**config.mk**
```make
export PLATFORM = sky130hd
export DESIGN_NAME = rams_dist_arb_flat
export DESIGN_NICKNAME = d
export VERILOG_FILES = /design/src/rtl/rams_dist_arb_if.sv /design/src/rtl/rams_dist_arb.sv /design/src/flat_wrapper.sv
export SDC_FILE = /design/constraint.sdc
export NUM_CORES = 1
export LEC_CHECK = 0
export ABC_AREA = 1
export CAP_MARGIN = 10
export CORE_AREA = 4 4 80 82
export DETAILED_ROUTE_END_ITERATION = 6
export DIE_AREA = 0 0 84 86
export PLACE_DENSITY = 0.8
export SLEW_MARGIN = 20
export SYNTH_ARGS = -nofsm -noshare
export SYNTH_HDL_FRONTEND = slang
export SYNTH_SLANG_ARGS = --single-unit
```
**constraint.sdc**
```tcl
create_clock -name clk -period 1.6 [get_ports clk]
set_input_delay 0.32 -clock clk [delete_from_list [all_inputs] [get_ports clk]]
set_output_delay 0.32 -clock clk [all_outputs]
set_load 0.05 [all_outputs]
```
**src/rtl/rams_dist_arb_if.sv**
```systemverilog
// rtl/rams_dist_arb_if.sv - requester, response and RAM port-A signals for rams_dist_arb
interface rams_dist_arb_if #(
    parameter int AW = 6,
    parameter int DW = 16
);
    logic          req0_valid;
    logic          req0_ready;
    logic          req0_we;
    logic [AW-1:0] req0_addr;
    logic [DW-1:0] req0_wdata;
    logic          rsp0_valid;
    logic [DW-1:0] rsp0_rdata;
    logic          req1_valid;
    logic          req1_ready;
    logic          req1_we;
    logic [AW-1:0] req1_addr;
    logic [DW-1:0] req1_wdata;
    logic          rsp1_valid;
    logic [DW-1:0] rsp1_rdata;
    logic          ram_we;
    logic [AW-1:0] ram_a;
    logic [DW-1:0] ram_di;
    logic [DW-1:0] ram_spo;
    logic          init_done;

    modport slave (
        input  req0_valid, req0_we, req0_addr, req0_wdata,
        input  req1_valid, req1_we, req1_addr, req1_wdata,
        input  ram_spo,
        output req0_ready, rsp0_valid, rsp0_rdata,
        output req1_ready, rsp1_valid, rsp1_rdata,
        output ram_we, ram_a, ram_di, init_done
    );

    modport master (
        output req0_valid, req0_we, req0_addr, req0_wdata,
        output req1_valid, req1_we, req1_addr, req1_wdata,
        input  req0_ready, rsp0_valid, rsp0_rdata,
        input  req1_ready, rsp1_valid, rsp1_rdata,
        input  init_done
    );

    modport mem (
        input  ram_we, ram_a, ram_di,
        output ram_spo
    );
endinterface

```
**src/rtl/rams_dist_arb.sv**
```systemverilog
// rtl/rams_dist_arb.sv - init clear plus round-robin two-requester front end for distributed RAM port A
module rams_dist_arb #(
    parameter int            AW       = 6,
    parameter int            DW       = 16,
    parameter logic [DW-1:0] INIT_VAL = '0
) (
    input  logic          clk,
    input  logic          rst_n,
    rams_dist_arb_if.slave bus
);
    typedef enum logic {S_INIT, S_RUN} state_t;

    state_t        state_q, state_d;
    logic [AW-1:0] cnt_q, cnt_d;
    logic          prio_q, prio_d;
    logic          rsp0_valid_q, rsp0_valid_d;
    logic          rsp1_valid_q, rsp1_valid_d;
    logic [DW-1:0] rsp0_rdata_q, rsp0_rdata_d;
    logic [DW-1:0] rsp1_rdata_q, rsp1_rdata_d;
    logic          grant0, grant1;
    logic          ram_we_c;
    logic [AW-1:0] ram_a_c;
    logic [DW-1:0] ram_di_c;

    always_comb begin
        state_d      = state_q;
        cnt_d        = cnt_q;
        prio_d       = prio_q;
        rsp0_valid_d = 1'b0;
        rsp1_valid_d = 1'b0;
        rsp0_rdata_d = rsp0_rdata_q;
        rsp1_rdata_d = rsp1_rdata_q;
        grant0       = 1'b0;
        grant1       = 1'b0;
        ram_we_c     = 1'b0;
        ram_a_c      = '0;
        ram_di_c     = '0;
        case (state_q)
            S_INIT: begin
                ram_we_c = 1'b1;
                ram_a_c  = cnt_q;
                ram_di_c = INIT_VAL;
                cnt_d    = cnt_q + 1'b1;
                if (cnt_q == {AW{1'b1}}) begin
                    state_d = S_RUN;
                end
            end
            S_RUN: begin
                // prio_q = 0 means requester 0 wins a contested cycle
                grant0 = rst_n & bus.req0_valid & (~bus.req1_valid | ~prio_q);
                grant1 = rst_n & bus.req1_valid & (~bus.req0_valid | prio_q);
                if (rst_n && bus.req0_valid && bus.req1_valid) begin
                    prio_d = ~prio_q;
                end
                if (grant0) begin
                    ram_we_c = bus.req0_we;
                    ram_a_c  = bus.req0_addr;
                    ram_di_c = bus.req0_we ? bus.req0_wdata : '0;
                    if (!bus.req0_we) begin
                        rsp0_valid_d = 1'b1;
                        rsp0_rdata_d = bus.ram_spo;
                    end
                end else if (grant1) begin
                    ram_we_c = bus.req1_we;
                    ram_a_c  = bus.req1_addr;
                    ram_di_c = bus.req1_we ? bus.req1_wdata : '0;
                    if (!bus.req1_we) begin
                        rsp1_valid_d = 1'b1;
                        rsp1_rdata_d = bus.ram_spo;
                    end
                end
            end
            default: state_d = S_INIT;
        endcase
    end

    always_ff @(posedge clk) begin
        if (!rst_n) begin
            state_q      <= S_INIT;
            cnt_q        <= '0;
            prio_q       <= 1'b0;
            rsp0_valid_q <= 1'b0;
            rsp1_valid_q <= 1'b0;
            rsp0_rdata_q <= '0;
            rsp1_rdata_q <= '0;
        end else begin
            state_q      <= state_d;
            cnt_q        <= cnt_d;
            prio_q       <= prio_d;
            rsp0_valid_q <= rsp0_valid_d;
            rsp1_valid_q <= rsp1_valid_d;
            rsp0_rdata_q <= rsp0_rdata_d;
            rsp1_rdata_q <= rsp1_rdata_d;
        end
    end

    assign bus.req0_ready = grant0;
    assign bus.req1_ready = grant1;
    assign bus.rsp0_valid = rsp0_valid_q;
    assign bus.rsp1_valid = rsp1_valid_q;
    assign bus.rsp0_rdata = rsp0_rdata_q;
    assign bus.rsp1_rdata = rsp1_rdata_q;
    assign bus.ram_we     = ram_we_c & rst_n;
    assign bus.ram_a      = ram_a_c;
    assign bus.ram_di     = ram_di_c;
    assign bus.init_done  = (state_q == S_RUN);
endmodule

```
**src/flat_wrapper.sv**
```systemverilog
// flat-port wrapper written by rule: the top's interface ports become plain ports
module rams_dist_arb_flat 
#(
    parameter int            AW       = 6,
    parameter int            DW       = 16,
    parameter logic [DW-1:0] INIT_VAL = '0
)
  (clk, rst_n, bus_req0_valid, bus_req0_we, bus_req0_addr, bus_req0_wdata, bus_req1_valid, bus_req1_we, bus_req1_addr, bus_req1_wdata, bus_ram_spo, bus_req0_ready, bus_rsp0_valid, bus_rsp0_rdata, bus_req1_ready, bus_rsp1_valid, bus_rsp1_rdata, bus_ram_we, bus_ram_a, bus_ram_di, bus_init_done);
  rams_dist_arb_if #(.AW(AW), .DW(DW)) bus_i ();
  input  logic clk;
  input  logic rst_n;
  input wire logic [$bits(bus_i.req0_valid)-1:0] bus_req0_valid;
  input wire logic [$bits(bus_i.req0_we)-1:0] bus_req0_we;
  input wire logic [$bits(bus_i.req0_addr)-1:0] bus_req0_addr;
  input wire logic [$bits(bus_i.req0_wdata)-1:0] bus_req0_wdata;
  input wire logic [$bits(bus_i.req1_valid)-1:0] bus_req1_valid;
  input wire logic [$bits(bus_i.req1_we)-1:0] bus_req1_we;
  input wire logic [$bits(bus_i.req1_addr)-1:0] bus_req1_addr;
  input wire logic [$bits(bus_i.req1_wdata)-1:0] bus_req1_wdata;
  input wire logic [$bits(bus_i.ram_spo)-1:0] bus_ram_spo;
  output wire logic [$bits(bus_i.req0_ready)-1:0] bus_req0_ready;
  output wire logic [$bits(bus_i.rsp0_valid)-1:0] bus_rsp0_valid;
  output wire logic [$bits(bus_i.rsp0_rdata)-1:0] bus_rsp0_rdata;
  output wire logic [$bits(bus_i.req1_ready)-1:0] bus_req1_ready;
  output wire logic [$bits(bus_i.rsp1_valid)-1:0] bus_rsp1_valid;
  output wire logic [$bits(bus_i.rsp1_rdata)-1:0] bus_rsp1_rdata;
  output wire logic [$bits(bus_i.ram_we)-1:0] bus_ram_we;
  output wire logic [$bits(bus_i.ram_a)-1:0] bus_ram_a;
  output wire logic [$bits(bus_i.ram_di)-1:0] bus_ram_di;
  output wire logic [$bits(bus_i.init_done)-1:0] bus_init_done;
  assign bus_i.req0_valid = bus_req0_valid;
  assign bus_i.req0_we = bus_req0_we;
  assign bus_i.req0_addr = bus_req0_addr;
  assign bus_i.req0_wdata = bus_req0_wdata;
  assign bus_i.req1_valid = bus_req1_valid;
  assign bus_i.req1_we = bus_req1_we;
  assign bus_i.req1_addr = bus_req1_addr;
  assign bus_i.req1_wdata = bus_req1_wdata;
  assign bus_i.ram_spo = bus_ram_spo;
  assign bus_req0_ready = bus_i.req0_ready;
  assign bus_rsp0_valid = bus_i.rsp0_valid;
  assign bus_rsp0_rdata = bus_i.rsp0_rdata;
  assign bus_req1_ready = bus_i.req1_ready;
  assign bus_rsp1_valid = bus_i.rsp1_valid;
  assign bus_rsp1_rdata = bus_i.rsp1_rdata;
  assign bus_ram_we = bus_i.ram_we;
  assign bus_ram_a = bus_i.ram_a;
  assign bus_ram_di = bus_i.ram_di;
  assign bus_init_done = bus_i.init_done;
  rams_dist_arb #(.AW(AW), .DW(DW), .INIT_VAL(INIT_VAL)) u_core (.clk(clk), .rst_n(rst_n), .bus(bus_i));
endmodule
```
==> flow_summary.json <==
{
  "finClkSkew_ns": 0.00840,
  "finalSetupViolations": 24,
  "cp.arrival_ns": 1.64,
  "vias_per_cell": 4.68,
  "die_w_um": 84,
  "drive_above_1_share_pct": 35.8,
  "power_density_nw_per_um2": 491,
  "hold_path.class": "input port to register",
  "critPathLaunchType": "register",
  "worstSetupEndpointType": "output port",
  "hold_violations": 0,
  "clock.fmax_mhz": 511,
  "yosys_warnings": 0,
  "rsz0062_at_grt": "true",
  "yosysMostFrequentCell": "nand2_1",
  "cp.required_ns": 1.28,
  "syn_avg_cell_area_um2": 5.97,
  "wl_mm": 8.68,
  "clkSlewWorstSetupHoldPaths_ns": 0.08,
  "slew_violations": 0,
  "netlist_instances": 356,
  "core_area_um2": 5750,
  "ir_drop_v": 0.000506,
  "seqPwrFrac_pct": 48.5,
  "ant_nets": 0,
  "pre_cts_ws_ns": -0.561,
  "grt_pass1_vias": 2765,
  "synth.top_cell.area_share_pct": 39.6,
  "cts_root_buffer": "clkbuf_8",
  "layout_setup_ws_ns": -0.358,
  "pwr-share-clk_pct": 32.3,
  "grt_pass1_wl_mm": 13.3,
  "drtIter0Drc": 66,
  "synth_edf_count": 0,
  "syn_area_um2": 2120,
  "finalCritPeriodShare_pct": 122,
  "status": "finished, violations left",
  "fin_crit_ns": 1.96,
  "ys_ff_latch": 42,
  "p_sw_w": 0.000544,
  "p_sw_share_pct": 25.1,
  "dr.pass1.iters": 4,
  "postSynth.asyncResetShare_pct": 0,
  "p_leak_nw": 2.09,
  "place.detailed.hpwl_mm": 6.06,
  "antenna_cells": 0,
  "synth_cell_types": 20,
  "overflow": 0,
  "start_util_pct": 37.0,
  "portBuffers": 125,
  "synth.top_cells.by_area": "dfxtp_1 (40%), nand2_1 (23%), nor2_1 (13%)",
  "crit_fanout": 8,
  "die_y_um": 86,
  "antenna_found_initial": 0,
  "slew_headroom_pct": 78.1,
  "grt_max_degree": 34,
  "ioPinCount": 126,
  "clock_path_buffers": 2,
  "worstMarginPinSlew_ns": 0.328,
  "synth_common_cells": "nand2_1 (133), nor2_1 (74), inv_1 (44)",
  "synth_area_leader_cell": "dfxtp_1",
  "htreeDepth": 2,
  "syn_nets": 423,
  "track_usage_pct": 22.8,
  "drt-wirelength-per-cell_um": 15.0,
  "numCtsBuffers": 5,
  "cts_hold_buf": 0,
  "drc": 0,
  "combPwrFrac_pct": 19.2,
  "clock-sinks": 42,
  "nets": 571,
  "insertion_delay_ns": 0.29,
  "ys_seq_area_share_pct": 39.6,
  "synth_ff_type": "dfxtp_1",
  "p_int_w": 0.00163,
  "die-area_um2": 7220,
  "areaGrowthSynthToFinish_pct": 108,
  "row_count": 28,
  "final_util_pct": 76.9,
  "drv_cap": 0,
  "critPathKind": "register to output port",
  "violations": "setup timing",
  "gp_congestion": 0.862,
  "cts_tree": "built",
  "via_count": 2714
}
## worst max-delay path: stages (launching register included)
cell and delay (ns):
dfxtp_4 0.39, inv_4 0.04, nand2_4 0.06, nand2_4 0.05, nor2_4 0.20, buf_12 0.18, nand2_4 0.07, a21oi_4 0.19
buf_12 0.16
## layout by cell type, fill, tap and decap left out, drive strengths merged, types with 2 or more instances in the layout
master / netlist / final
nor2: 77 / 77
nand2: 133 / 133
nor3: 3 / 3
clkdlybuf4s50: 0 / 60
nand4: 3 / 3
nand3: 5 / 5
o21ai: 5 / 5
clkinvlp: 0 / 2
buf: 7 / 90
a21oi: 24 / 24
dfxtp: 42 / 42
clkbuf: 8 / 9
inv: 45 / 44
## flip-flops by register name, indices dropped and copies added, names as in the netlist
| name | cells |
|---|---|
| u_core.bus.init_done | 1 |
| u_core.prio_q | 1 |
| u_core.bus.rsp1_valid | 1 |
| u_core.bus.rsp0_rdata | 16 |
| u_core.cnt_q | 6 |
| u_core.bus.rsp0_valid | 1 |
| u_core.bus.rsp1_rdata | 16 |
## worst paths after layout
check | from | endpoint | slack, ns | cells after the start
worst max-delay path | u_core.prio_q$_SDFFE_PN0P_ | bus_ram_di[8] | -0.36 | 8
worst min-delay path | bus_req1_valid | u_core.prio_q$_SDFFE_PN0P_ | 0.47 | 4
worst max register to register | u_core.prio_q$_SDFFE_PN0P_ | u_core.bus.rsp1_rdata[11]$_SDFFE_PN0P_ | 0.11 | 10
worst min register to register | u_core.cnt_q[3]$_SDFFE_PN0N_ | u_core.cnt_q[3]$_SDFFE_PN0N_ | 0.48 | 1
## layout make-up
class,count,area [um2]
fillers,378,1330
inverters,45,175
repair buffers,156,1730
well taps,75,93.8
clock inverters,2,12.5
clock buffers,6,82.6
multi-input cells,254,1480
flip-flops and latches,42,848
## routing by layer
metal / GRT usage (%) / share of wire, %
met4: 7.60 / 2.8
met5: 0 / 0
met1: 25.5 / 40
met2: 41.3 / 50
met3: 7.01 / 7.3
## metrics by stage
step / hold slack, ns / TNS, ns / power (W) / cell area (um2) / instances
final: 0.470 / -6.93 / 0.00217 / 4420 / 580
after global routing: 0.471 / -8.47 / 0.00227 / 4420 / 580
after CTS: 0.484 / -6.58 / 0.00217 / 4320 / 582
after detailed placement: 0.469 / -19.17 / 0.00144 / 4040 / 566
after global placement: 0.460 / -16.99 / 0.00143 / 4040 / 566
after floorplan: 0.444 / -0.0512 / 0.00119 / 2380 / 356
## repair_timing
action / in CTS / in global routing
gates cloned: 2 / 1
gates resized for setup: 37 / 51
setup endpoints to repair: 25 / 25
pin swaps: 12 / 23
buffers inserted: 6 / 2
## power by group through the flow
stage / clock network [W] / registers [W] / logic, W
after floorplan: 0 / 0.00108 / 0.000111
after global placement: 0 / 0.00108 / 0.000352
after detailed placement: 0 / 0.00108 / 0.000359
after CTS: 0.000727 / 0.00106 / 0.000389
after global routing: 0.000777 / 0.00105 / 0.000438
final: 0.000702 / 0.00105 / 0.000416
## cells by family after synthesis
family | share of synthesized area [%]
compound gates | 7.13
fa+ha+maj | 0.589
buf+inv | 11.1
flops | 39.6
simple gates | 41.6
Note: power is estimated with default switching activity, not from simulation.
